### config.mk
export PLATFORM = sky130hd
export DESIGN_NAME = reg_scoreboard_flat
export DESIGN_NICKNAME = d
export VERILOG_FILES = /design/src/rtl/reg_scoreboard_if.sv /design/src/rtl/reg_scoreboard.sv /design/src/flat_wrapper.sv
export SDC_FILE = /design/constraint.sdc
export NUM_CORES = 1
export LEC_CHECK = 0
export BUFFER_PORTS_ARGS = -buffer_cell sky130_fd_sc_hd__buf_2
export CAP_MARGIN = 10
export CELL_PAD_IN_SITES_DETAIL_PLACEMENT = 1
export CELL_PAD_IN_SITES_GLOBAL_PLACEMENT = 1
export CORE_MARGIN = 2
export CORE_UTILIZATION = 47
export DETAILED_ROUTE_END_ITERATION = 7
export PLACE_DENSITY = 0.94
export SLEW_MARGIN = 5
export SYNTH_ARGS = -nofsm -noshare
export SYNTH_HDL_FRONTEND = slang
export SYNTH_SLANG_ARGS = --single-unit
### constraint.sdc
create_clock -name clk -period 8.35 [get_ports clk]
set_clock_uncertainty 0.15 [all_clocks]
set_input_delay 1.67 -clock clk [delete_from_list [all_inputs] [get_ports clk]]
set_output_delay 1.67 -clock clk [all_outputs]
set_load 0.01 [all_outputs]
### src/rtl/reg_scoreboard_if.sv
// Issue/retire bus between decode, writeback and the register write-pending scoreboard.
interface reg_scoreboard_if #(
    parameter int unsigned NREGS = 20,
    parameter int unsigned AW    = 5
);
    logic             issue_valid;
    logic [AW-1:0]    issue_rs1;
    logic [AW-1:0]    issue_rs2;
    logic             issue_rs1_used;
    logic             issue_rs2_used;
    logic [AW-1:0]    issue_rd;
    logic             issue_rd_we;
    logic             issue_ready;
    logic             wb_we;
    logic [AW-1:0]    wb_rd;
    logic             flush;
    logic [NREGS-1:0] busy_mask;
    logic [7:0]       inflight_cnt;
    logic [15:0]      stall_cnt;
    logic             wb_err;

    modport master (
        output issue_valid, issue_rs1, issue_rs2, issue_rs1_used, issue_rs2_used,
               issue_rd, issue_rd_we, wb_we, wb_rd, flush,
        input  issue_ready, busy_mask, inflight_cnt, stall_cnt, wb_err
    );

    modport slave (
        input  issue_valid, issue_rs1, issue_rs2, issue_rs1_used, issue_rs2_used,
               issue_rd, issue_rd_we, wb_we, wb_rd, flush,
        output issue_ready, busy_mask, inflight_cnt, stall_cnt, wb_err
    );
endinterface

### src/rtl/reg_scoreboard.sv
// Write-pending scoreboard: per-register in-flight write counters, RAW/WAW-saturation
// issue stall, retire bookkeeping and stall/error statistics.
module reg_scoreboard #(
    parameter int unsigned NREGS  = 20,
    parameter int unsigned AW     = 5,
    parameter int unsigned CW     = 2,
    parameter int unsigned PC_REG = 19
) (
    input logic            clk,
    input logic            reset,
    reg_scoreboard_if.slave sb
);
    localparam logic [CW-1:0] CNT_MAX = '1;
    localparam int unsigned   ICW     = 8;
    localparam int unsigned   SCW     = 16;

    logic [CW-1:0]    cnt_q [NREGS];
    logic [CW-1:0]    cnt_d [NREGS];
    logic [NREGS-1:0] inc_vec;
    logic [NREGS-1:0] dec_vec;
    logic [NREGS-1:0] busy_q, busy_d;
    logic [ICW-1:0]   infl_q, infl_d;
    logic [SCW-1:0]   stall_q;
    logic             wb_err_q;
    logic             err_set;
    logic             hazard;
    logic             fire;

    // L0 and PC are never written by the register file, nor is anything past NREGS.
    function automatic logic is_tracked(input int unsigned r);
        return (r != 0) && (r != PC_REG) && (r < NREGS);
    endfunction

    // RAW on any used source, or WAW when the destination counter is full.
    always_comb begin
        hazard = 1'b0;
        for (int unsigned r = 0; r < NREGS; r++) begin
            if (is_tracked(r) && cnt_q[r] != '0) begin
                if (sb.issue_rs1_used && sb.issue_rs1 == AW'(r)) hazard = 1'b1;
                if (sb.issue_rs2_used && sb.issue_rs2 == AW'(r)) hazard = 1'b1;
            end
            if (is_tracked(r) && cnt_q[r] == CNT_MAX &&
                sb.issue_rd_we && sb.issue_rd == AW'(r)) hazard = 1'b1;
        end
    end

    assign sb.issue_ready = !sb.flush && !hazard;
    assign fire           = sb.issue_valid && sb.issue_ready;

    always_comb begin
        inc_vec = '0;
        dec_vec = '0;
        for (int unsigned r = 0; r < NREGS; r++) begin
            inc_vec[r] = fire && sb.issue_rd_we && sb.issue_rd == AW'(r);
            dec_vec[r] = sb.wb_we && sb.wb_rd == AW'(r);
        end
    end

    // Flush wins over both issue and retire, and suppresses the retire error.
    always_comb begin
        err_set = 1'b0;
        busy_d  = '0;
        infl_d  = '0;
        for (int unsigned r = 0; r < NREGS; r++) begin
            cnt_d[r] = cnt_q[r];
            if (sb.flush) begin
                cnt_d[r] = '0;
            end else if (is_tracked(r)) begin
                if (inc_vec[r] && !dec_vec[r]) begin
                    cnt_d[r] = cnt_q[r] + CW'(1);
                end else if (dec_vec[r] && !inc_vec[r]) begin
                    if (cnt_q[r] != '0) cnt_d[r] = cnt_q[r] - CW'(1);
                    else                err_set  = 1'b1;
                end
            end
            busy_d[r] = cnt_d[r] != '0;
            infl_d    = infl_d + ICW'(cnt_d[r]);
        end
    end

    always_ff @(posedge clk or posedge reset) begin
        if (reset) begin
            for (int unsigned r = 0; r < NREGS; r++) cnt_q[r] <= '0;
            busy_q   <= '0;
            infl_q   <= '0;
            stall_q  <= '0;
            wb_err_q <= 1'b0;
        end else begin
            cnt_q    <= cnt_d;
            busy_q   <= busy_d;
            infl_q   <= infl_d;
            wb_err_q <= wb_err_q | err_set;
            if (sb.issue_valid && !sb.issue_ready && stall_q != '1)
                stall_q <= stall_q + SCW'(1);
        end
    end

    assign sb.busy_mask    = busy_q;
    assign sb.inflight_cnt = infl_q;
    assign sb.stall_cnt    = stall_q;
    assign sb.wb_err       = wb_err_q;
endmodule

### src/flat_wrapper.sv
// flat-port wrapper written by rule: the top's interface ports become plain ports
module reg_scoreboard_flat 
#(
    parameter int unsigned NREGS  = 20,
    parameter int unsigned AW     = 5,
    parameter int unsigned CW     = 2,
    parameter int unsigned PC_REG = 19
)
  (clk, reset, sb_issue_valid, sb_issue_rs1, sb_issue_rs2, sb_issue_rs1_used, sb_issue_rs2_used, sb_issue_rd, sb_issue_rd_we, sb_wb_we, sb_wb_rd, sb_flush, sb_issue_ready, sb_busy_mask, sb_inflight_cnt, sb_stall_cnt, sb_wb_err);
  reg_scoreboard_if #(.NREGS(NREGS), .AW(AW)) sb_i ();
  input logic clk;
  input logic reset;
  input wire logic [$bits(sb_i.issue_valid)-1:0] sb_issue_valid;
  input wire logic [$bits(sb_i.issue_rs1)-1:0] sb_issue_rs1;
  input wire logic [$bits(sb_i.issue_rs2)-1:0] sb_issue_rs2;
  input wire logic [$bits(sb_i.issue_rs1_used)-1:0] sb_issue_rs1_used;
  input wire logic [$bits(sb_i.issue_rs2_used)-1:0] sb_issue_rs2_used;
  input wire logic [$bits(sb_i.issue_rd)-1:0] sb_issue_rd;
  input wire logic [$bits(sb_i.issue_rd_we)-1:0] sb_issue_rd_we;
  input wire logic [$bits(sb_i.wb_we)-1:0] sb_wb_we;
  input wire logic [$bits(sb_i.wb_rd)-1:0] sb_wb_rd;
  input wire logic [$bits(sb_i.flush)-1:0] sb_flush;
  output wire logic [$bits(sb_i.issue_ready)-1:0] sb_issue_ready;
  output wire logic [$bits(sb_i.busy_mask)-1:0] sb_busy_mask;
  output wire logic [$bits(sb_i.inflight_cnt)-1:0] sb_inflight_cnt;
  output wire logic [$bits(sb_i.stall_cnt)-1:0] sb_stall_cnt;
  output wire logic [$bits(sb_i.wb_err)-1:0] sb_wb_err;
  assign sb_i.issue_valid = sb_issue_valid;
  assign sb_i.issue_rs1 = sb_issue_rs1;
  assign sb_i.issue_rs2 = sb_issue_rs2;
  assign sb_i.issue_rs1_used = sb_issue_rs1_used;
  assign sb_i.issue_rs2_used = sb_issue_rs2_used;
  assign sb_i.issue_rd = sb_issue_rd;
  assign sb_i.issue_rd_we = sb_issue_rd_we;
  assign sb_i.wb_we = sb_wb_we;
  assign sb_i.wb_rd = sb_wb_rd;
  assign sb_i.flush = sb_flush;
  assign sb_issue_ready = sb_i.issue_ready;
  assign sb_busy_mask = sb_i.busy_mask;
  assign sb_inflight_cnt = sb_i.inflight_cnt;
  assign sb_stall_cnt = sb_i.stall_cnt;
  assign sb_wb_err = sb_i.wb_err;
  reg_scoreboard #(.NREGS(NREGS), .AW(AW), .CW(CW), .PC_REG(PC_REG)) u_core (.clk(clk), .reset(reset), .sb(sb_i));
endmodule
==> impl_results.html, run 1 <==
<table>
<tr><th>Metric</th><th>Value</th></tr>
<tr><th colspan="2">Timing</th></tr>
<tr><td>Max Clk Rate</td><td>between 100 and 150 MHz</td></tr>
<tr><td>Final count of hold timing violations</td><td>0</td></tr>
<tr><td>Final Worst Setup Slack</td><td>-0.102 ns</td></tr>
<tr><td>Unrepaired setup endpoints after global routing</td><td>true</td></tr>
<tr><td>Actual transition at the worst max-transition pin</td><td>0.811 ns</td></tr>
<tr><td>Final count of negative-setup-slack endpoints</td><td>2</td></tr>
<tr><td>Final Max Tran Viols</td><td>0</td></tr>
<tr><td>Max-slew headroom at the worst pin</td><td>45.6%</td></tr>
<tr><td>Final critical path time including I/O delays and setup</td><td>~8.5 ns</td></tr>
<tr><td>Final worst path period share</td><td>101%</td></tr>
<tr><th colspan="2">Critical path</th></tr>
<tr><td>Most Frequent Cell on Critical Path</td><td>sky130_fd_sc_hd__fa_1</td></tr>
<tr><td>Type of the worst setup path</td><td>input port to flip-flop</td></tr>
<tr><td>Crit path max fanout</td><td>7</td></tr>
<tr><td>Source of the worst register-to-register timing path</td><td>u_core.cnt_q[34]</td></tr>
<tr><td>Startpoint kind of the worst setup timing path</td><td>input port</td></tr>
<tr><td>Buf/Inv on CP</td><td>6</td></tr>
<tr><td>R2r worst-path depth</td><td>27</td></tr>
<tr><td>Arrival time reported for the critical path endpoint</td><td>roughly 8.6 ns</td></tr>
<tr><td>Reg2reg setup slack</td><td>between 0.5 and 0.6 ns</td></tr>
<tr><td>Worst EP required</td><td>between 8 and 9 ns</td></tr>
<tr><td>Critical Path Max Stage Delay</td><td>0.58 ns</td></tr>
<tr><td>Terminus of the critical flop-to-flop path</td><td>u_core.sb.inflight_cnt[5]</td></tr>
<tr><td>Nature of the critical path endpoint</td><td>flip-flop</td></tr>
<tr><td>Cell with the largest stage delay on the worst path</td><td>sky130_fd_sc_hd__fa_1</td></tr>
<tr><td>Family with the most delay on the worst path</td><td>adder cells</td></tr>
<tr><th colspan="2">Clock tree</th></tr>
<tr><td>Clock transition at path regs</td><td>about 0.08 ns</td></tr>
<tr><td>Maximum clock insertion buffer count</td><td>2</td></tr>
<tr><td>CTS tree</td><td>done</td></tr>
<tr><td>Clock sink count</td><td>84</td></tr>
<tr><td>Root cell of the clock tree</td><td>sky130_fd_sc_hd__clkbuf_16</td></tr>
<tr><td>Later-pin clock latency in the skew report</td><td>about 0.36 ns</td></tr>
<tr><td>H-tree depth</td><td>3</td></tr>
<tr><td>CTS Buf Count</td><td>9</td></tr>
<tr><th colspan="2">Synthesis</th></tr>
<tr><td>Post-Synthesis Cells</td><td>between 700 and 800</td></tr>
<tr><td>Warnings from Yosys</td><td>0</td></tr>
<tr><td>Synth top area share</td><td>between 20 and 30%</td></tr>
<tr><td>Number of synthesized register bits</td><td>84</td></tr>
<tr><td>Cells taking the most area after synthesis</td><td>sky130_fd_sc_hd__dfrtp_1 (29%), sky130_fd_sc_hd__ha_1 (11%), sky130_fd_sc_hd__fa_1 (9.3%)</td></tr>
<tr><td>Count of different cell masters after synthesis</td><td>72</td></tr>
<tr><td>FFs w/ async S/R, synth</td><td>100%</td></tr>
<tr><td>Synthesized area divided by synthesized cell count</td><td>between 9 and 10 µm²</td></tr>
<tr><td>Primary FF master, synth</td><td>sky130_fd_sc_hd__dfrtp_1</td></tr>
<tr><td>Yosys top cell by area</td><td>sky130_fd_sc_hd__dfrtp_1</td></tr>
<tr><td>Synthesized cell area</td><td>just over 7000 µm²</td></tr>
<tr><td>Count of flip-flops with a built-in enable after synthesis</td><td>0</td></tr>
<tr><td>Fraction of the yosys area taken by sequential cells</td><td>slightly below 30%</td></tr>
<tr><td>Post-synthesis net count</td><td>883</td></tr>
<tr><th colspan="2">Worst hold path</th></tr>
<tr><td>Hold path startpoint</td><td>u_core.sb.stall_cnt[15]</td></tr>
<tr><td>Min-delay worst type</td><td>flip-flop to flip-flop</td></tr>
<tr><td>Hold path endpoint</td><td>u_core.sb.stall_cnt[15]</td></tr>
<tr><td>Hold-critical path depth</td><td>1</td></tr>
<tr><th colspan="2">Run status</th></tr>
<tr><td>Violated checks</td><td>negative setup slack</td></tr>
<tr><td>Result of the run</td><td>finished, violations left</td></tr>
<tr><th colspan="2">Finish</th></tr>
<tr><td>Synth-to-Final Area Change</td><td>21.4%</td></tr>
<tr><td>Layout cells sized above 1</td><td>roughly a quarter</td></tr>
<tr><td>Final instance count without filler cells</td><td>around 1100</td></tr>
<tr><td>Area of all placed cells without fillers</td><td>about 8700 µm²</td></tr>
<tr><td>Final net count</td><td>1017</td></tr>
<tr><td>Antenna diode count</td><td>0</td></tr>
<tr><th colspan="2">Detailed routing</th></tr>
<tr><td>Number of violations reported at the end of detailed-routing iteration 0</td><td>between 500 and 600</td></tr>
<tr><td>Final ANT Viol Nets</td><td>0</td></tr>
<tr><td>First-pass iteration count of the detailed router</td><td>5</td></tr>
<tr><td>Final wirelength</td><td>approximately 28000 µm</td></tr>
<tr><td>Via count</td><td>around 7000</td></tr>
<tr><td>DRC Markers</td><td>0</td></tr>
<tr><td>Routed wirelength normalized by instance count</td><td>25.5 µm</td></tr>
<tr><td>Average vias per placed instance</td><td>about 6.4</td></tr>
<tr><th colspan="2">Placed design</th></tr>
<tr><td>Routability-driven placement congestion ratio</td><td>0.990</td></tr>
<tr><td>Count of buffers from port buffering</td><td>72</td></tr>
<tr><td>Placed cell count</td><td>1065</td></tr>
<tr><td>Post-placement worst setup slack</td><td>-0.393 ns</td></tr>
<tr><td>Area post-placement</td><td>~8200 µm²</td></tr>
<tr><td>Placed wire-length estimate</td><td>a little under 20000 µm</td></tr>
<tr><th colspan="2">Global routing</th></tr>
<tr><td>Global-route wire length before repair</td><td>approximately 42000 µm</td></tr>
<tr><td>Number of antenna violations at the first check in global routing</td><td>0</td></tr>
<tr><td>Via count of the first global-routing pass</td><td>7578</td></tr>
<tr><td>GRT Util Overall</td><td>between 30 and 40%</td></tr>
<tr><td>Maximum number of pins on one net before global-route repair</td><td>55</td></tr>
<tr><td>Remaining global-route overflow</td><td>0</td></tr>
<tr><th colspan="2">Die</th></tr>
<tr><td>CORE AREA</td><td>around 15000 µm²</td></tr>
<tr><td>Full die area</td><td>between 15000 and 20000 µm²</td></tr>
<tr><td>Starting Density</td><td>approximately 47%</td></tr>
<tr><td># IOs</td><td>74</td></tr>
<tr><td>Die boundary width</td><td>around 130 µm</td></tr>
<tr><td>Die outline height</td><td>127 µm</td></tr>
<tr><td>Number of placement rows</td><td>between 40 and 50</td></tr>
<tr><th colspan="2">Pwr</th></tr>
<tr><td>Switching power total</td><td>between 0.0003 and 0.0004 W</td></tr>
<tr><td>Part of the power in the clock network</td><td>40.7%</td></tr>
<tr><td>Pwr dens</td><td>between 100 and 150 nW/µm²</td></tr>
<tr><td>Worst ir drop on vdd</td><td>approximately 0.096 mV</td></tr>
<tr><td>Fraction of power spent switching nets</td><td>31.8%</td></tr>
<tr><td>Internal power consumption</td><td>0.000705 W</td></tr>
<tr><td>Sequential group share of total power</td><td>a little over two fifths</td></tr>
<tr><td>Static leakage</td><td>4.54 nW</td></tr>
<tr><td>Relative contribution of combinational cells to total power</td><td>16.2%</td></tr>
<tr><th colspan="2">Job</th></tr>
<tr><td>Max Cap Violations</td><td>0</td></tr>
</table>
## final cells by class
class | instances | area [µm²]
Multi-Input combinational cell | 559 | 4670
Timing Repair Buffer | 154 | 1040
Tap cell | 188 | 235
Clock buffer | 9 | 225
Clock inverter | 7 | 76.3
Fill cell | 1719 | 6370
Inverter | 84 | 317
Sequential cell | 84 | 2100
## power by group through the flow
stage | Clock, W | Combinational, W | Sequential [W]
after floorplan | 0 | 0.0000746 | 0.000456
after global routing | 0.000435 | 0.000178 | 0.000448
after CTS | 0.000423 | 0.000159 | 0.000445
final | 0.000421 | 0.000168 | 0.000446
after detailed placement | 0 | 0.000152 | 0.000452
after global placement | 0 | 0.000146 | 0.000451
## sequential cells by signal, indices dropped and copies added (netlist names)
register                count
u_core.cnt_q               40
u_core.sb.busy_mask        20
u_core.sb.wb_err            1
u_core.sb.inflight_cnt      7
u_core.sb.stall_cnt        16
## cell usage in the layout (no fill, tap or decap), types with 7 or more instances in the layout
cell / count
sky130_fd_sc_hd__mux2i_1: 48
sky130_fd_sc_hd__nand3_1: 34
sky130_fd_sc_hd__nand2_1: 54
sky130_fd_sc_hd__o21ai_0: 9
sky130_fd_sc_hd__buf_6: 9
sky130_fd_sc_hd__nand4_1: 7
sky130_fd_sc_hd__nand2b_1: 7
sky130_fd_sc_hd__and3b_1: 7
sky130_fd_sc_hd__dfrtp_1: 84
sky130_fd_sc_hd__nor3_1: 12
sky130_fd_sc_hd__buf_2: 64
sky130_fd_sc_hd__and3_1: 17
sky130_fd_sc_hd__nor2_1: 44
sky130_fd_sc_hd__inv_1: 80
sky130_fd_sc_hd__a21oi_1: 19
sky130_fd_sc_hd__nor3b_1: 8
sky130_fd_sc_hd__ha_1: 62
sky130_fd_sc_hd__and2_1: 17
sky130_fd_sc_hd__nor2b_1: 13
sky130_fd_sc_hd__xnor2_1: 23
sky130_fd_sc_hd__clkbuf_16: 9
sky130_fd_sc_hd__buf_4: 80
sky130_fd_sc_hd__a31oi_1: 12
sky130_fd_sc_hd__xor2_1: 9
sky130_fd_sc_hd__fa_1: 32
## synthesized netlist by cell type (all sizes together), types with 3 or more instances
master / n
dfrtp: 84
inv: 84
ha: 64
nand2: 55
mux2i: 49
nor2: 45
nand3: 34
fa: 33
clkbuf: 25
xnor2: 24
a21oi: 21
and3: 18
and2: 17
nor3: 14
nor2b: 13
a31oi: 12
nor3b: 9
o21ai: 9
xor2: 9
nand4: 8
a211oi: 7
and3b: 7
mux2: 7
nand2b: 7
and4: 6
buf: 6
nor4: 6
o21a: 6
or2: 6
a21o: 5
nand4b: 5
o211ai: 5
or4: 5
a311o: 4
a311oi: 4
a211o: 3
a221oi: 3
nand3b: 3
o211a: 3
o32ai: 3
## timing repair
action / CTS / global route
setup endpoints to repair: 3 / 5
pin swaps: 1 / 11
cloned: 0 / 0
setup buffers: 0 / 4
hold endpoints to repair: 0 / 0
resized for setup: 2 / 30
hold buffers: 0 / 0
## cells by family (layout without fill, tap and decap cells)
logic type | Yosys count | in the layout | synth area share, %
xor+xnor | 33 | 33 | 4.05
other cells | 1 | 1 | 0.0526
mux | 57 | 57 | 8.30
fa+ha+maj | 97 | 97 | 20.5
buf+inv | 115 | 254 | 6.23
simple gates | 265 | 265 | 20.7
compound gates | 106 | 106 | 10.7
flops | 84 | 84 | 29.5
## layer usage
layer,track usage [%],vias to the layer above,wire [µm]
li1,-,2892,-
met1,40.8,3460,10300
met2,59.1,477,13400
met3,4.90,142,2150
met4,20.6,0,1790
met5,0,-,0
## stage by stage
stage	hold slack [ns]	util, %	setup TNS [ns]	total power, W
finish	0.348	57.6	-0.192	0.00103
floorplan	0.327	-	0	0.000530
global placement	0.319	54.5	-0.291	0.000597
global route	0.378	57.6	-0.998	0.00106
detailed placement	0.336	54.5	-1.64	0.000604
CTS	0.348	56.6	-0.0699	0.00103
## worst max path at each step
| stage | from | endpoint | slack, ns | cells after the start |
|---|---|---|---|---|
| 5_1_grt | sb_issue_rd[1] | u_core.sb.inflight_cnt[5] | -0.31 | 26 |
| 6_report | sb_issue_rs2[1] | u_core.sb.inflight_cnt[5] | -0.10 | 27 |
| 3_5_place_dp | sb_issue_rd[1] | u_core.sb.inflight_cnt[6] | -0.39 | 24 |
| 4_1_cts | sb_issue_rs2[3] | u_core.sb.inflight_cnt[5] | -0.04 | 26 |
| 2_1_floorplan | sb_issue_rd[1] | u_core.sb.inflight_cnt[5] | 0.008 | 26 |
| 3_3_place_gp | sb_issue_rs2_used | u_core.sb.inflight_cnt[5] | -0.12 | 26 |
## worst reg2reg max path, delay by kind of cell (launching register included)
kind	cells	cell delay, ns
compound gates	4	0.47
fa+ha+maj	11	4.68
flops	1	0.42
mux	2	0.40
buf+inv	5	0.34
simple gates	4	1.07
xor+xnor	1	0.19
No activity file was read; power rests on OpenSTA's default activity.
==> run 2: changes to the inputs <==
--- a/config.mk
+++ b/config.mk
@@ -9,7 +9,7 @@
 export CAP_MARGIN = 10
 export CELL_PAD_IN_SITES_DETAIL_PLACEMENT = 1
 export CELL_PAD_IN_SITES_GLOBAL_PLACEMENT = 1
-export CORE_MARGIN = 2
+export CORE_MARGIN = 4
 export CORE_UTILIZATION = 47
 export DETAILED_ROUTE_END_ITERATION = 7
 export PLACE_DENSITY = 0.94
==> run 2 against run 1 <==
Effect of this change:
- the flow still finishes with violations (negative setup slack)
- design area is 0.17% lower
- total power grew 1.5%
- non-clock buffer count fell by 3
- via count is 0.20% higher
- core utilization increased by 1.2 points
- maximum frequency down 0.30%
- worst setup slack lost 0.025 ns
- die area grew 6.4%
- final cell count is 0.65% lower
- global-route usage decreased by 2.1 points
- sequential power barely moved
- largest cell class unchanged
==> impl_results.html, run 2 (synthesis gave the netlist of run 1 again) <==
<table>
<tr><th>Metric</th><th>Value</th></tr>
<tr><th colspan="2">Pwr</th></tr>
<tr><td>Pwr dens</td><td>between 100 and 150 nW/µm²</td></tr>
<tr><td>Static leakage</td><td>~4.5 nW</td></tr>
<tr><td>Worst ir drop on vdd</td><td>about 0.16 mV</td></tr>
<tr><td>Total power</td><td>between 0.001 and 0.0015 W</td></tr>
<tr><th colspan="2">Critical path</th></tr>
<tr><td>Crit path max fanout</td><td>13</td></tr>
<tr><td>Startpoint kind of the worst setup timing path</td><td>input port</td></tr>
<tr><td>Buf/Inv on CP</td><td>6</td></tr>
<tr><td>Most Frequent Cell on Critical Path</td><td>sky130_fd_sc_hd__fa_1</td></tr>
<tr><td>Critical Path Max Stage Delay</td><td>0.59 ns</td></tr>
<tr><td>Worst EP required</td><td>8.45 ns</td></tr>
<tr><td>Arrival time reported for the critical path endpoint</td><td>8.58 ns</td></tr>
<tr><td>Cell with the largest stage delay on the worst path</td><td>sky130_fd_sc_hd__fa_1</td></tr>
<tr><td>Family with the most delay on the worst path</td><td>adder cells</td></tr>
<tr><td>Nature of the critical path endpoint</td><td>flip-flop</td></tr>
<tr><td>Type of the worst setup path</td><td>input port to flip-flop</td></tr>
<tr><th colspan="2">Global routing</th></tr>
<tr><td>Number of antenna violations at the first check in global routing</td><td>0</td></tr>
<tr><td>GRT Util Overall</td><td>about 32%</td></tr>
<tr><td>Met1 track demand over resource in global routing</td><td>37.0%</td></tr>
<tr><td>Global routing usage on met2</td><td>around 54%</td></tr>
<tr><td>Global-route wire length before repair</td><td>43500 µm</td></tr>
<tr><td>Remaining global-route overflow</td><td>0</td></tr>
<tr><td>Met3 routing resource usage after global routing</td><td>under 10%</td></tr>
<tr><td>Via count of the first global-routing pass</td><td>between 7000 and 8000</td></tr>
<tr><td>Maximum number of pins on one net before global-route repair</td><td>60</td></tr>
<tr><td>Top Usage Layer GRT</td><td>met2</td></tr>
<tr><th colspan="2">Detailed routing</th></tr>
<tr><td>Final ANT Viol Nets</td><td>0</td></tr>
<tr><td>First-pass iteration count of the detailed router</td><td>5</td></tr>
<tr><td>Final wirelength</td><td>approximately 28000 µm</td></tr>
<tr><td>Number of violations reported at the end of detailed-routing iteration 0</td><td>688</td></tr>
<tr><td>Average vias per placed instance</td><td>roughly 6.5</td></tr>
<tr><td>Routed wirelength normalized by instance count</td><td>26.2 µm</td></tr>
<tr><td>Via count</td><td>approximately 7000</td></tr>
<tr><td>DRC Markers</td><td>0</td></tr>
<tr><th colspan="2">Placed design</th></tr>
<tr><td>Area post-placement</td><td>8140 µm²</td></tr>
<tr><td>Placed wire-length estimate</td><td>19400 µm</td></tr>
<tr><td>Routability-driven placement congestion ratio</td><td>roughly 0.96</td></tr>
<tr><td>Count of buffers from port buffering</td><td>between 70 and 80</td></tr>
<tr><td>Post-placement worst setup slack</td><td>-0.457 ns</td></tr>
<tr><th colspan="2">Die</th></tr>
<tr><td>Number of placement rows</td><td>44</td></tr>
<tr><td>Die outline height</td><td>131 µm</td></tr>
<tr><td>Starting Density</td><td>48.5%</td></tr>
<tr><td># IOs</td><td>74</td></tr>
<tr><td>Full die area</td><td>17200 µm²</td></tr>
<tr><td>CORE AREA</td><td>~15000 µm²</td></tr>
<tr><td>Die boundary width</td><td>131 µm</td></tr>
<tr><th colspan="2">Finish</th></tr>
<tr><td>Final standard cell utilization of the core</td><td>around 60%</td></tr>
<tr><td>Largest reg by FF count</td><td>u_core.cnt_q</td></tr>
<tr><td>Area of all placed cells without fillers</td><td>8650 µm²</td></tr>
<tr><td>Reg area</td><td>approximately 2100 µm²</td></tr>
<tr><td>Multi-input gate area in the final layout</td><td>~4700 µm²</td></tr>
<tr><td>Layout cells sized above 1</td><td>23.9%</td></tr>
<tr><td>Most frequent standard cell in the layout excluding fill and tap cells</td><td>sky130_fd_sc_hd__dfrtp_1</td></tr>
<tr><td>Antenna diode count</td><td>0</td></tr>
<tr><td>Synth-to-Final Area Change</td><td>21.2%</td></tr>
<tr><td>Number of flip-flops in the largest register</td><td>40</td></tr>
<tr><td>Fill cell total of the finished layout</td><td>roughly 1700</td></tr>
<tr><td>Highest-count cells in the layout ignoring fill and taps</td><td>sky130_fd_sc_hd__dfrtp_1 (84), sky130_fd_sc_hd__inv_1 (78), sky130_fd_sc_hd__buf_4 (77)</td></tr>
<tr><td>Final net count</td><td>roughly 1000</td></tr>
<tr><th colspan="2">Job</th></tr>
<tr><td>Max Cap Violations</td><td>0</td></tr>
<tr><th colspan="2">Worst hold path</th></tr>
<tr><td>Min-delay worst type</td><td>flip-flop to flip-flop</td></tr>
<tr><th colspan="2">Clock tree</th></tr>
<tr><td>Later-pin clock latency in the skew report</td><td>roughly 0.36 ns</td></tr>
<tr><td>Root cell of the clock tree</td><td>sky130_fd_sc_hd__clkbuf_16</td></tr>
<tr><td>CTS Buf Count</td><td>9</td></tr>
<tr><td>Clock transition at path regs</td><td>around 0.070 ns</td></tr>
<tr><td>Cts-stage hold buffer count</td><td>0</td></tr>
<tr><td>H-tree depth</td><td>3</td></tr>
<tr><td>CTS tree</td><td>done</td></tr>
<tr><td>Maximum clock insertion buffer count</td><td>2</td></tr>
<tr><td>Clock sink count</td><td>84</td></tr>
<tr><th colspan="2">Timing</th></tr>
<tr><td>Final count of hold timing violations</td><td>0</td></tr>
<tr><td>Final worst path period share</td><td>102%</td></tr>
<tr><td>Max-slew headroom at the worst pin</td><td>34.5%</td></tr>
<tr><td>Final Worst Setup Slack</td><td>-0.128 ns</td></tr>
<tr><td>Actual transition at the worst max-transition pin</td><td>slightly below 1 ns</td></tr>
<tr><td>Final Max Tran Viols</td><td>0</td></tr>
<tr><td>Final count of negative-setup-slack endpoints</td><td>4</td></tr>
<tr><td>Final critical path time including I/O delays and setup</td><td>roughly 8.5 ns</td></tr>
<tr><td>Max Clk Rate</td><td>about 120 MHz</td></tr>
<tr><td>Unrepaired setup endpoints after global routing</td><td>true</td></tr>
<tr><td>Fin Setup TNS</td><td>-0.358 ns</td></tr>
<tr><th colspan="2">Run status</th></tr>
<tr><td>Result of the run</td><td>finished, violations left</td></tr>
<tr><td>Violated checks</td><td>negative setup slack</td></tr>
</table>
-- run 2: cell types whose count changed in the layout (fill, tap and decap cells not counted), sizes merged --
cell,previous run,this run
clkbuf,9,10
buf,154,151
clkinv,4,1
clkinvlp,0,1
bufinv,0,1
-- run 2: per-stage QoR --
stage	std cells	hold WS, ns
2_1_floorplan	758	0.327
3_3_place_gp	1054	0.317
3_5_place_dp	1054	0.325
4_1_cts	1074	0.339
5_1_grt	1078	0.354
6_report	1078	0.334
-- run 2: power breakdown --
group,internal (W),switching (W),total (W)
registers,0.000424,0.0000218,0.000446
logic,0.0000658,0.0000996,0.000165
clock network,0.000246,0.000193,0.000438
-- run 2: worst paths after layout --
path	from	to	slack [ns]	cells after the start
max reg2reg	u_core.cnt_q[6]	u_core.sb.inflight_cnt[5]	0.50	27
min	u_core.sb.stall_cnt[5]	u_core.sb.stall_cnt[5]	0.33	1
min in group asynchronous	reset	u_core.sb.stall_cnt[5]	1.15	2
min reg2reg	u_core.sb.stall_cnt[5]	u_core.sb.stall_cnt[5]	0.33	1
max	sb_issue_rs2[2]	u_core.sb.inflight_cnt[5]	-0.13	26
max in group asynchronous	reset	u_core.cnt_q[4]	5.76	3
-- run 2: worst reg2reg max path: stages (launching register included) --
cell and delay, ns:
sky130_fd_sc_hd__dfrtp_1 0.41, sky130_fd_sc_hd__inv_1 0.15, sky130_fd_sc_hd__ha_1 0.35, sky130_fd_sc_hd__mux2_1 0.20, sky130_fd_sc_hd__o22a_1 0.17, sky130_fd_sc_hd__o32ai_1 0.09, sky130_fd_sc_hd__or4_4 0.57, sky130_fd_sc_hd__nor2_4 0.14
sky130_fd_sc_hd__nand4_1 0.19, sky130_fd_sc_hd__mux2i_2 0.26, sky130_fd_sc_hd__nor2_2 0.08, sky130_fd_sc_hd__ha_2 0.22, sky130_fd_sc_hd__fa_1 0.54, sky130_fd_sc_hd__inv_2 0.05, sky130_fd_sc_hd__fa_1 0.52, sky130_fd_sc_hd__inv_2 0.04
sky130_fd_sc_hd__fa_1 0.50, sky130_fd_sc_hd__fa_2 0.59, sky130_fd_sc_hd__fa_1 0.44, sky130_fd_sc_hd__fa_1 0.53, sky130_fd_sc_hd__fa_1 0.58, sky130_fd_sc_hd__ha_2 0.20, sky130_fd_sc_hd__inv_2 0.04, sky130_fd_sc_hd__fa_2 0.36
sky130_fd_sc_hd__inv_2 0.06, sky130_fd_sc_hd__a21o_1 0.12, sky130_fd_sc_hd__a21oi_2 0.06, sky130_fd_sc_hd__xnor2_1 0.12
-- run 2: repair_timing --
| action | CTS | global route |
|---|---|---|
| pin swaps | 1 | 25 |
| endpoints found under the setup margin | 5 | 5 |
| gates resized for setup | 3 | 35 |
| buffers inserted | 4 | 4 |
-- run 2: area by class of cell --
cell class	count	share of cell area (%)
clock buffers	10	2.76
clock inverters	6	0.868
inverters	84	3.66
multi-input cells	559	54.1
flip-flops and latches	84	24.3
well taps	184	2.66
repair buffers	151	11.6
-- run 2: layer usage --
metal | wire [µm] | vias up
li1 | - | 2889
met1 | 10400 | 3458
met2 | 13500 | 465
met3 | 2380 | 173
met4 | 1910 | 0
met5 | 0 | -
==> run 3: changes to the inputs <==
--- a/config.mk
+++ b/config.mk
@@ -12,6 +12,7 @@
 export CORE_MARGIN = 4
 export CORE_UTILIZATION = 47
 export DETAILED_ROUTE_END_ITERATION = 7
+export MAX_ROUTING_LAYER = met4
 export PLACE_DENSITY = 0.94
 export SLEW_MARGIN = 5
 export SYNTH_ARGS = -nofsm -noshare
==> run 3 against run 2 <==
Effect of this change:
- the flow still finishes with violations (negative setup slack)
- register-to-register slack got worse by 0.07 ns
- sequential cell count did not move
- maximum frequency fell by 1.8%
- final cell count rose by 0.19%
- die area did not move
- critical path depth did not move
- non-clock buffer count rose by 2
- sequential power barely moved
- first-iteration DRC count rose by 1.2%
- routed wire length rose by 1.4%
- largest cell class unchanged
- highest routed layer unchanged
==> impl_results.html, run 3 (synthesis gave the netlist of run 1 again) <==
<table>
<tr><th>Metric</th><th>Value</th></tr>
<tr><th colspan="2">Run status</th></tr>
<tr><td>Result of the run</td><td>finished, violations left</td></tr>
<tr><td>Violated checks</td><td>negative setup slack</td></tr>
<tr><th colspan="2">Finish</th></tr>
<tr><td>Layout cells sized above 1</td><td>between 20% and 30%</td></tr>
<tr><td>Fill cell total of the finished layout</td><td>1653</td></tr>
<tr><td>Multi-input gate area in the final layout</td><td>roughly 4700 µm²</td></tr>
<tr><td>Final instance count without filler cells</td><td>approximately 1100</td></tr>
<tr><td>Highest-count cells in the layout ignoring fill and taps</td><td>sky130_fd_sc_hd__dfrtp_1 (84), sky130_fd_sc_hd__inv_1 (78), sky130_fd_sc_hd__buf_4 (78)</td></tr>
<tr><td>Reg area</td><td>about 2100 µm²</td></tr>
<tr><td>Most frequent standard cell in the layout excluding fill and tap cells</td><td>sky130_fd_sc_hd__dfrtp_1</td></tr>
<tr><td>Antenna diode count</td><td>0</td></tr>
<tr><td>Synth-to-Final Area Change</td><td>21.3%</td></tr>
<tr><td>Number of flip-flops in the largest register</td><td>40</td></tr>
<tr><td>Final net count</td><td>about 1000</td></tr>
<tr><td>Largest reg by FF count</td><td>u_core.cnt_q</td></tr>
<tr><th colspan="2">Detailed routing</th></tr>
<tr><td>Average vias per placed instance</td><td>around 6.5</td></tr>
<tr><td>First-pass iteration count of the detailed router</td><td>6</td></tr>
<tr><td>Routed wirelength normalized by instance count</td><td>about 27 µm</td></tr>
<tr><td>Number of violations reported at the end of detailed-routing iteration 0</td><td>roughly 700</td></tr>
<tr><td>Final wirelength</td><td>about 29000 µm</td></tr>
<tr><td>DRC Markers</td><td>0</td></tr>
<tr><td>Met2 WL post-DR</td><td>13500 µm</td></tr>
<tr><td>Via count</td><td>just over 7000</td></tr>
<tr><td>Final ANT Viol Nets</td><td>0</td></tr>
<tr><td>Uppermost metal layer occupied by signal nets</td><td>met4</td></tr>
<tr><td>DR WL met3</td><td>between 2000 and 2500 µm</td></tr>
<tr><td>Metal-1 WL</td><td>about 11000 µm</td></tr>
<tr><th colspan="2">Global routing</th></tr>
<tr><td>Maximum number of pins on one net before global-route repair</td><td>60</td></tr>
<tr><td>GRT Util Overall</td><td>between 30% and 40%</td></tr>
<tr><td>Remaining global-route overflow</td><td>0</td></tr>
<tr><td>Number of antenna violations at the first check in global routing</td><td>0</td></tr>
<tr><td>Via count of the first global-routing pass</td><td>between 7000 and 8000</td></tr>
<tr><td>Global-route wire length before repair</td><td>between 40000 and 50000 µm</td></tr>
<tr><th colspan="2">Critical path</th></tr>
<tr><td>Type of the worst setup path</td><td>input port to flip-flop</td></tr>
<tr><td>Critical Path Max Stage Delay</td><td>0.59 ns</td></tr>
<tr><td>Most Frequent Cell on Critical Path</td><td>sky130_fd_sc_hd__fa_1</td></tr>
<tr><td>Terminus of the critical flop-to-flop path</td><td>u_core.sb.inflight_cnt[5]</td></tr>
<tr><td>Worst EP required</td><td>8.45 ns</td></tr>
<tr><td>Crit path max fanout</td><td>13</td></tr>
<tr><td>Reg2reg setup slack</td><td>0.43 ns</td></tr>
<tr><td>Source of the worst register-to-register timing path</td><td>u_core.cnt_q[22]</td></tr>
<tr><td>Arrival time reported for the critical path endpoint</td><td>roughly 9 ns</td></tr>
<tr><td>Nature of the critical path endpoint</td><td>flip-flop</td></tr>
<tr><td>Cell with the largest stage delay on the worst path</td><td>sky130_fd_sc_hd__fa_1</td></tr>
<tr><td>R2r worst-path depth</td><td>27</td></tr>
<tr><td>Startpoint kind of the worst setup timing path</td><td>input port</td></tr>
<tr><th colspan="2">Timing</th></tr>
<tr><td>Max Clk Rate</td><td>116 MHz</td></tr>
<tr><td>Final count of hold timing violations</td><td>0</td></tr>
<tr><td>Final Max Tran Viols</td><td>0</td></tr>
<tr><td>Max-slew headroom at the worst pin</td><td>37.0%</td></tr>
<tr><td>Final count of negative-setup-slack endpoints</td><td>5</td></tr>
<tr><td>Final worst path period share</td><td>103%</td></tr>
<tr><td>Final Worst Setup Slack</td><td>-0.284 ns</td></tr>
<tr><td>Unrepaired setup endpoints after global routing</td><td>true</td></tr>
<tr><td>Actual transition at the worst max-transition pin</td><td>0.944 ns</td></tr>
<tr><td>Final critical path time including I/O delays and setup</td><td>around 8.6 ns</td></tr>
<tr><td>Smallest hold slack</td><td>about 0.33 ns</td></tr>
<tr><th colspan="2">Clock tree</th></tr>
<tr><td>H-tree depth</td><td>3</td></tr>
<tr><td>Later-pin clock latency in the skew report</td><td>0.37 ns</td></tr>
<tr><td>Clock sink count</td><td>84</td></tr>
<tr><td>Clock transition at path regs</td><td>0.07 ns</td></tr>
<tr><td>CTS Buf Count</td><td>9</td></tr>
<tr><td>Maximum clock insertion buffer count</td><td>2</td></tr>
<tr><td>Cts-stage hold buffer count</td><td>0</td></tr>
<tr><td>Root cell of the clock tree</td><td>sky130_fd_sc_hd__clkbuf_16</td></tr>
<tr><td>CTS tree</td><td>done</td></tr>
<tr><th colspan="2">Job</th></tr>
<tr><td>Max Cap Violations</td><td>0</td></tr>
<tr><th colspan="2">Placed design</th></tr>
<tr><td>Count of buffers from port buffering</td><td>approximately 70</td></tr>
<tr><td>Routability-driven placement congestion ratio</td><td>approximately 1</td></tr>
<tr><td>Placed cell count</td><td>~1100</td></tr>
<tr><td>Placed wire-length estimate</td><td>around 19000 µm</td></tr>
<tr><th colspan="2">Pwr</th></tr>
<tr><td>Worst ir drop on vdd</td><td>0.161 mV</td></tr>
<tr><td>Static leakage</td><td>4.50 nW</td></tr>
<tr><td>Pwr dens</td><td>between 100 and 150 nW/µm²</td></tr>
<tr><td>Total power</td><td>about 0.0011 W</td></tr>
<tr><th colspan="2">Worst hold path</th></tr>
<tr><td>Min-delay worst type</td><td>flip-flop to flip-flop</td></tr>
<tr><td>Hold-critical path depth</td><td>1</td></tr>
<tr><td>Hold path endpoint</td><td>u_core.sb.stall_cnt[5]</td></tr>
<tr><td>Hold path startpoint</td><td>u_core.sb.stall_cnt[5]</td></tr>
<tr><th colspan="2">Die</th></tr>
<tr><td>Starting Density</td><td>between 40 and 50%</td></tr>
<tr><td># IOs</td><td>74</td></tr>
<tr><td>Die outline height</td><td>around 130 µm</td></tr>
<tr><td>CORE AREA</td><td>~15000 µm²</td></tr>
<tr><td>Full die area</td><td>approximately 17000 µm²</td></tr>
<tr><td>Die boundary width</td><td>131 µm</td></tr>
<tr><td>Number of placement rows</td><td>between 40 and 50</td></tr>
</table>
## run 3: cell count changes in the layout (fill, tap and decap cells not counted), sizes merged
cell / before / now
buf: 151 / 153
## run 3: per-layer routing
| metal | global-route usage (%) | vias up |
|---|---|---|
| met5 | - | - |
| li1 | - | 2894 |
| met2 | 53.5 | 485 |
| met4 | 20.4 | 0 |
| met1 | 37.7 | 3479 |
| met3 | 8.03 | 191 |
## run 3: how the worst max path moves through the flow
| stage | from | endpoint |
|---|---|---|
| detailed placement | sb_issue_rd[1] | u_core.sb.inflight_cnt[5] |
| CTS | sb_issue_rd[1] | u_core.sb.inflight_cnt[5] |
| finish | sb_issue_rs2[2] | u_core.sb.inflight_cnt[5] |
| floorplan | sb_issue_rd[1] | u_core.sb.inflight_cnt[5] |
| global route | sb_issue_rs2[0] | u_core.sb.inflight_cnt[5] |
| global placement | sb_issue_rs2_used | u_core.sb.inflight_cnt[5] |
## run 3: area by class of cell
class | instances | share of cell area (%)
Clock buffer | 10 | 2.76
Sequential cell | 84 | 24.3
Inverter | 84 | 3.66
Clock inverter | 6 | 0.867
Timing Repair Buffer | 153 | 11.8
Multi-Input combinational cell | 559 | 54.0
Tap cell | 184 | 2.66
## run 3: per-stage QoR
step	area (µm²)	worst slack, ns	TNS [ns]	utilization, %
after floorplan	7150	0.00794	0	-
after global placement	8140	-0.0994	-0.211	55.4
after detailed placement	8140	-0.457	-1.94	55.4
after CTS	8490	-0.107	-0.233	57.8
after global routing	8660	-0.354	-1.39	58.9
final	8660	-0.284	-1.05	58.9
## run 3: worst max-delay path, delay by kind of cell
kind	cells	cell delay [ns]
XOR/XNOR	2	0.38
adder cells (fa/ha/maj)	8	3.82
AND/OR/NAND/NOR	5	1.05
AO/OA/AOI/OAI	5	1.22
buffers and inverters	6	0.59
## run 3: where the power goes
| group | leakage [nW] | total (W) | switching [W] | internal, W |
|---|---|---|---|---|
| Combinational | 3.19 | 0.000166 | 0.000101 | 0.0000659 |
| Sequential | 1.16 | 0.000445 | 0.0000214 | 0.000424 |
| Clock | 0.152 | 0.000441 | 0.000195 | 0.000246 |
## run 3: timing repair
action,4_1_cts,5_1_grt
setup buffers,4,6
pin swaps,1,26
endpoints found under the setup margin,5,5
hold endpoints to repair,0,0
gates resized for setup,3,35
cloned,0,0
